`src/rtl/waterfall_ctrl.sv`:
```
// Circular line-buffer controller for a waterfall display built on one dual-port bram.
// Latency: a write reaches the bram in the same cycle it is accepted; read data returns 1 cycle after rd_req.
// Backpressure: s_ready drops only while hold is high; display reads are never stalled (one per cycle).
//
// Ports:
//   clk, reset_n           single clock, asynchronous active-low reset
//   s_data/s_valid/s_ready sample stream in; hold pauses ingestion (scroll freeze)
//   frame_start            freezes the head/fill snapshot used by the read side
//   rd_req/rd_row/rd_col   display request, rd_row 0 = newest completed line
//   rd_valid/rd_data       read response, zero for lines that do not exist yet
//   bram_*                 write and read ports of the external dual-port bram
//   head_row, rows_filled  write-side status; line_done pulses after each completed line
module waterfall_ctrl #(
  parameter int ROW_W  = 4,
  parameter int COL_W  = 5,
  parameter int DATA_W = 8
) (
  input  logic                   clk,
  input  logic                   reset_n,
  input  logic [DATA_W-1:0]      s_data,
  input  logic                   s_valid,
  output logic                   s_ready,
  input  logic                   hold,
  input  logic                   frame_start,
  input  logic                   rd_req,
  input  logic [ROW_W-1:0]       rd_row,
  input  logic [COL_W-1:0]       rd_col,
  output logic                   rd_valid,
  output logic [DATA_W-1:0]      rd_data,
  output logic [ROW_W+COL_W-1:0] bram_w_addr,
  output logic                   bram_w_en,
  output logic [DATA_W-1:0]      bram_d_in,
  output logic [ROW_W+COL_W-1:0] bram_r_addr,
  output logic                   bram_r_en,
  input  logic [DATA_W-1:0]      bram_d_out,
  output logic [ROW_W-1:0]       head_row,
  output logic [ROW_W:0]         rows_filled,
  output logic                   line_done
);

  // rows_filled saturates at ROWS, which needs the extra top bit.
  localparam logic [ROW_W:0] ROWS_FULL = {1'b1, {ROW_W{1'b0}}};

  logic [ROW_W-1:0] head_row_q, head_row_d;
  logic [COL_W-1:0] col_q, col_d;
  logic [ROW_W:0]   rows_filled_q, rows_filled_d;
  logic [ROW_W-1:0] frame_head_q, frame_head_d;
  logic [ROW_W:0]   frame_filled_q, frame_filled_d;
  logic             rd_valid_q;
  logic             line_done_q;
  logic             blank_q, blank_d;

  logic             accept;
  logic             line_end;
  logic [ROW_W-1:0] phys_row;

  // ---------------- write side ----------------
  assign s_ready  = !hold;
  assign accept   = s_valid && s_ready;
  assign line_end = accept && (&col_q);

  assign bram_w_en   = accept;
  assign bram_w_addr = {head_row_q, col_q};
  assign bram_d_in   = s_data;

  always_comb begin
    col_d         = col_q;
    head_row_d    = head_row_q;
    rows_filled_d = rows_filled_q;
    if (accept) begin
      if (line_end) begin
        col_d      = '0;
        head_row_d = head_row_q + ROW_W'(1);
        if (rows_filled_q != ROWS_FULL) begin
          rows_filled_d = rows_filled_q + (ROW_W+1)'(1);
        end
      end else begin
        col_d = col_q + COL_W'(1);
      end
    end
  end

  // ---------------- frame snapshot ----------------
  // Snapshot takes the current register values, so a line finishing on the
  // same edge as frame_start is only visible from the following frame.
  always_comb begin
    frame_head_d   = frame_head_q;
    frame_filled_d = frame_filled_q;
    if (frame_start) begin
      frame_head_d   = head_row_q;
      frame_filled_d = rows_filled_q;
    end
  end

  // ---------------- read side ----------------
  // Newest completed line sits one row behind the frozen head; modular
  // subtraction in ROW_W bits gives the wrap for free.
  assign phys_row    = frame_head_q - ROW_W'(1) - rd_row;
  assign bram_r_addr = {phys_row, rd_col};
  assign bram_r_en   = rd_req;

  // Rows beyond what had been filled at the snapshot read as zero, which also
  // hides stale bram contents left over from before a reset.
  always_comb begin
    blank_d = blank_q;
    if (rd_req) begin
      blank_d = ({1'b0, rd_row} >= frame_filled_q);
    end
  end

  assign rd_valid = rd_valid_q;
  assign rd_data  = (rd_valid_q && !blank_q) ? bram_d_out : '0;

  // ---------------- state ----------------
  always_ff @(posedge clk or negedge reset_n) begin
    if (!reset_n) begin
      head_row_q     <= '0;
      col_q          <= '0;
      rows_filled_q  <= '0;
      frame_head_q   <= '0;
      frame_filled_q <= '0;
      rd_valid_q     <= 1'b0;
      line_done_q    <= 1'b0;
      blank_q        <= 1'b1;
    end else begin
      head_row_q     <= head_row_d;
      col_q          <= col_d;
      rows_filled_q  <= rows_filled_d;
      frame_head_q   <= frame_head_d;
      frame_filled_q <= frame_filled_d;
      rd_valid_q     <= rd_req;
      line_done_q    <= line_end;
      blank_q        <= blank_d;
    end
  end

  assign head_row    = head_row_q;
  assign rows_filled = rows_filled_q;
  assign line_done   = line_done_q;

endmodule

```
`config.mk`:
```
export PLATFORM = sky130hd
export DESIGN_NAME = waterfall_ctrl
export DESIGN_NICKNAME = d
export VERILOG_FILES = /design/src/rtl/waterfall_ctrl.sv
export SDC_FILE = /design/constraint.sdc
export NUM_CORES = 1
export LEC_CHECK = 0
export CORE_ASPECT_RATIO = 1.5
export CORE_MARGIN = 2
export CORE_UTILIZATION = 36
export DETAILED_ROUTE_END_ITERATION = 10
export PLACE_DENSITY = 0.76
export SLEW_MARGIN = 20
export SYNTH_ARGS = -nofsm -noshare
export SYNTH_HDL_FRONTEND = slang
export SYNTH_SLANG_ARGS = --single-unit
```
`constraint.sdc`:
```
create_clock -name clk -period 1.9 [get_ports clk]
set_clock_uncertainty 0.05 [all_clocks]
set_input_delay 0.475 -clock clk [delete_from_list [all_inputs] [get_ports clk]]
set_output_delay 0.475 -clock clk [all_outputs]
set_load 0.01 [all_outputs]
```
# --- Yosys cells after proc, flatten, opt, wreduce, memory -nomap -nowiden ---
# Cells that the tools add are included.
word_totals:
  register_bits: 26
  in_bits: 31
  out_inout_bits: 48
  word_cells: 25
op_classes:
  n_lt_le_gt_ge: 1
  n_reduce_logical: 8
  n_mux: 2
  n_addsub: 5
  eq_ne: 1
op_table:
  columns: ["op", "n"]
  rows:
  - ["adder 5 x 1 -> 5 bit, second input constant", 2]
  - ["2-to-1 mux 8 bit", 1]
  - ["greater-or-equal comparator 4 x 5 -> 1 bit", 1]
  - ["2-to-1 mux 5 bit", 1]
  - ["!= test 5 bit, second input constant", 1]
  - ["AND reduction 5 bit", 1]
  - ["adder 4 x 1 -> 4 bit, second input constant", 1]
  - ["subtractor 4 x 1 -> 4 bit, second input constant", 1]
  - ["subtractor 4 bit", 1]
  - ["logical AND 1 bit", 3]
  - ["AND reduction 3 bit", 1]
  - ["logical NOT 1 bit", 2]
  - ["AND reduction 2 bit", 1]

# --- Logic depth before layout (Yosys ltp) ---
logic_depth:
  word_depth: 4
  depth_mapped: 7
  depth_no_buf: 6

# --- Worst setup path after synthesis ---
# OpenSTA, ideal clock, no wires.
synth_timing:
  path_type: "register to register"
  from: "register col_q[0]"
  to: "register rows_filled_q[1] (netlist: rows_filled[1])"
  path_stages_with_launch: 8
  setup_time_ns: 0.125
  synth_period_minus_slack_ns: 1.938
  t_required_ns: 1.725
  path_buffers: 1
  t_arrival_ns: 1.763
  path_slack_ns: -0.038
  path_cell_list: "dfrtp_1 -> ha_1 -> and3_1 -> ha_1 -> and3b_1 -> buf_6 -> nor2b_4 -> mux2_4"
synth_via:
  elab_chain_cells: 3
synth_rtl:
  columns: ["element", "line", "text"]
  rows:
  - ["start: declaration", "45", "logic [COL_W-1:0] col_q, col_d;"]
  - ["start signal: assignment", "127", "col_q <= col_d;"]
  - ["AND reduction 5 bit", "60", "assign line_end = accept && (&col_q);"]
  - ["logical AND 1 bit", "60", null]
  - ["via line_end", "54", "logic line_end;"]
  - ["AND reduction 3 bit (no source line)", null, null]
  - ["end signal: assignment", "128", "rows_filled_q <= rows_filled_d;"]
  - ["end: declaration", "46", "logic [ROW_W:0] rows_filled_q, rows_filled_d;"]
# The timed path passes the listed nets, and every way through them passes these cells.
# A chain may end at the register's enable or synchronous reset.

# --- Worst setup path after layout ---
layout_timing:
  from: "input port rd_row[0]"
  to: "output port bram_r_addr[6]"
layout_via:
  elab_chain_cells: 1
layout_rtl:
  columns: ["element", "line", "text"]
  rows:
  - ["start: declaration", "26", "input logic [ROW_W-1:0] rd_row,"]
  - ["subtractor 4 bit", "98", "assign phys_row = frame_head_q - ROW_W'(1) - rd_row;"]
  - ["end: declaration", "33", "output logic [ROW_W+COL_W-1:0] bram_r_addr,"]
# Every way passes these cells.

==> results.toml <==
[setup_path]
critPathMaxFanout = 2
critPathArrivalTime_ns = 1.49
worst-path-buf-inv = 3
crit_start = "rd_row[0]"
start_kind = "input pin"
crit_chain = "clkdlybuf4s15_2, inv_2, ha_4, fa_2, buf_6"
crit_required_ns = 1.37
cpPeakStageDelay_ns = 0.52
critPathSlowestCell = "fa_2"
crit_type = "input pin to primary output"
path_delay_family = "adder cells"
worstSetupEndpointType = "primary output"
reg2reg_from = "col_q[0]"

[sta]
max_freq_ghz = 0.4958
slew_headroom_pct = 77.87
slew_violations = 0
rsz0062_at_grt = "true"
period_minus_slack_ns = 2.017
worstMarginPinSlew_ns = 0.3320
finalHoldViolCount = 0
fin_ws_ns = -0.1170
fin_crit_sh_pct = 106.2
finalSetupViolations = 3
setup-tns-final_ns = -0.3163

[clocking]
cts_post_setup_buffers_inserted = 0
cts_buffers = 3
cts_tree = "done"
hold_buffers = 0
cts.sinks = 26
insertion_delay_ns = 0.26
clk_path_buf_depth = 2
clk_pin_slew_ns = 0.09
root_buffer = "clkbuf_8"
h-tree-depth = 1

[drt]
wl_per_cell_um = 12.12
dr.pass1.iters = 4
wl_met2_mm = 1.463
ant_nets = 0
drt_iter0_drc = 16
routed_wl_mm = 2.860
wl_met3_um = 209
highest_layer = "met4"
vias = 1114
viasPerCell = 4.720
drt-met1-wl_mm = 1.149
drcViolationCount = 0

[place]
gp_congestion = 0.6815
portBuffers = 52
dp_hpwl_mm = 2.244
pre_cts_ws_ns = -0.9589
placedInstanceArea_um2 = 2058

[yosys]
synthCells = 140
synthArstFlopShare_pct = 100.0
netlist_area_um2 = 1514
yosysWarnings = 0
synth-main-ff-cell = "dfrtp_1"
synth_seq_cells = 26
synthDistinctLibCells = 32
syn_nets = 184
syn_area_per_cell_um2 = 10.81
synth_edf_count = 0
ys_seq_area_share_pct = 43.06

[power_and_ir_drop]
p_leak_nw = 1.020
p_comb_share_pct = 31.9
p_sw_mw = 0.4186
p_int_mw = 1.051
pwr-share-clk_pct = 20.9
total_power_mw = 1.470
irDropWorstVdd_mv = 0.6561
p_per_area_nw_per_um2 = 693.4
p_sw_share_pct = 28.48
p_seq_share_pct = 47.2

[die]
rows = 28
core_area_um2 = 3994
die_h_um = 83.43
die_w_um = 56.95
dieArea_um2 = 4751
ioPinCount = 79
start_util_pct = 37.91

[global_routing]
grt_pass1_wl_mm = 4.705
grt_pass1_vias = 1078
antenna_found_initial = 0
grt_use_total_pct = 12.23
grt-ovfl-total = 0
grt_max_degree = 27

[layout]
antenna_cells = 0
fin_area_um2 = 2120
final_nets = 236
final_common_cell = "clkdlybuf4s50_1"
syn_to_final_growth_pct = 40.00
fillers = 396
final_util_pct = 53.07
final_cell_mix = "clkdlybuf4s50_1, dfrtp_1, buf_4"
layout-drive-gt1-share_pct = 26.18

[worst_hold_path]
hold_start = "col_q[3]"
hp-class = "flop to flop"

[run_status]
violations = "setup timing"
status = "finished with violations"

[run]
cap_violations = 0
==> synth_stat cells, types with 2 or more instances <==
| master | instances | area, um^2 |
|---|---|---|
| a31oi_1 | 2 | 12.51 |
| nand4_1 | 3 | 18.77 |
| and2_1 | 8 | 50.05 |
| ha_1 | 12 | 150.1 |
| nor2b_1 | 2 | 12.51 |
| o21ai_0 | 10 | 50.05 |
| nand2b_1 | 5 | 31.28 |
| buf_4 | 18 | 135.1 |
| xnor2_1 | 7 | 61.31 |
| nor2_1 | 2 | 7.510 |
| dfrtp_1 | 25 | 625.6 |
| a21o_1 | 2 | 15.01 |
| mux2_4 | 2 | 30.03 |
| inv_1 | 10 | 37.54 |
| xor2_1 | 2 | 17.52 |
| mux2_2 | 7 | 78.83 |
| nand2_1 | 8 | 30.03 |
==> cell type report <==
cell class,instances,area [um^2],share of cell area (%)
tap,45,56.30,2.656
inverter,10,37.54,1.771
multi-input combinational,83,716.9,33.83
clock buffer,4,45.04,2.125
sequential,26,655.6,30.93
timing repair buffer,68,608.1,28.69
==> flip-flops by register name, indices dropped and copies added, names as in the netlist <==
signal / flops
frame_head_q: 4
blank_q: 1
rd_valid: 1
frame_filled_q: 5
col_q: 5
head_row: 4
rows_filled: 5
line_done: 1
==> final timing paths <==
kind | slack (ns) | cells after the start | end
min in group asynchronous | 0.52 | 2 | col_q[3]
max in group asynchronous | 0.98 | 2 | blank_q
worst max register to register | 0.09 | 6 | rows_filled[1]
worst min-delay path | 0.46 | 1 | col_q[3]
worst min register to register | 0.46 | 1 | col_q[3]
worst max-delay path | -0.12 | 5 | bram_r_addr[6]
==> through the flow <==
| step | hold WS, ns | instances |
|---|---|---|
| detailed placement | 0.4506 | 232 |
| global placement | 0.4448 | 232 |
| global route | 0.4916 | 236 |
| finish | 0.4607 | 236 |
| floorplan | 0.1294 | 140 |
| CTS | 0.4698 | 236 |
==> layer usage <==
layer | vias up | GRT usage [%]
met4 | 0 | 4.863
met1 | 509 | 14.16
met5 | - | 0
li1 | 548 | -
met3 | 6 | 2.804
met2 | 51 | 21.21
==> cell families (layout without fill, tap and decap cells) <==
group,Yosys count,in the layout,synth area share (%)
simple gates,35,35,13.88
xor+xnor,9,9,5.207
mux,10,10,7.852
compound gates,16,16,5.950
buf+inv,31,82,12.81
flops,26,26,43.06
fa+ha+maj,13,13,11.24
==> what timing repair did <==
action                     4_1_cts  5_1_grt
pin swaps                        3        2
gates resized for setup         44        4
setup endpoints to repair       15       11
==> power by group through the flow <==
stage                     combinational, mW  clock [mW]  sequential, mW
final                                 0.469       0.308           0.693
after global routing                  0.516       0.344           0.706
after CTS                             0.475       0.324           0.694
after detailed placement              0.480           0           0.701
after global placement                0.467           0           0.700
after floorplan                       0.202           0           0.723
(Power assumes the default switching activity.)
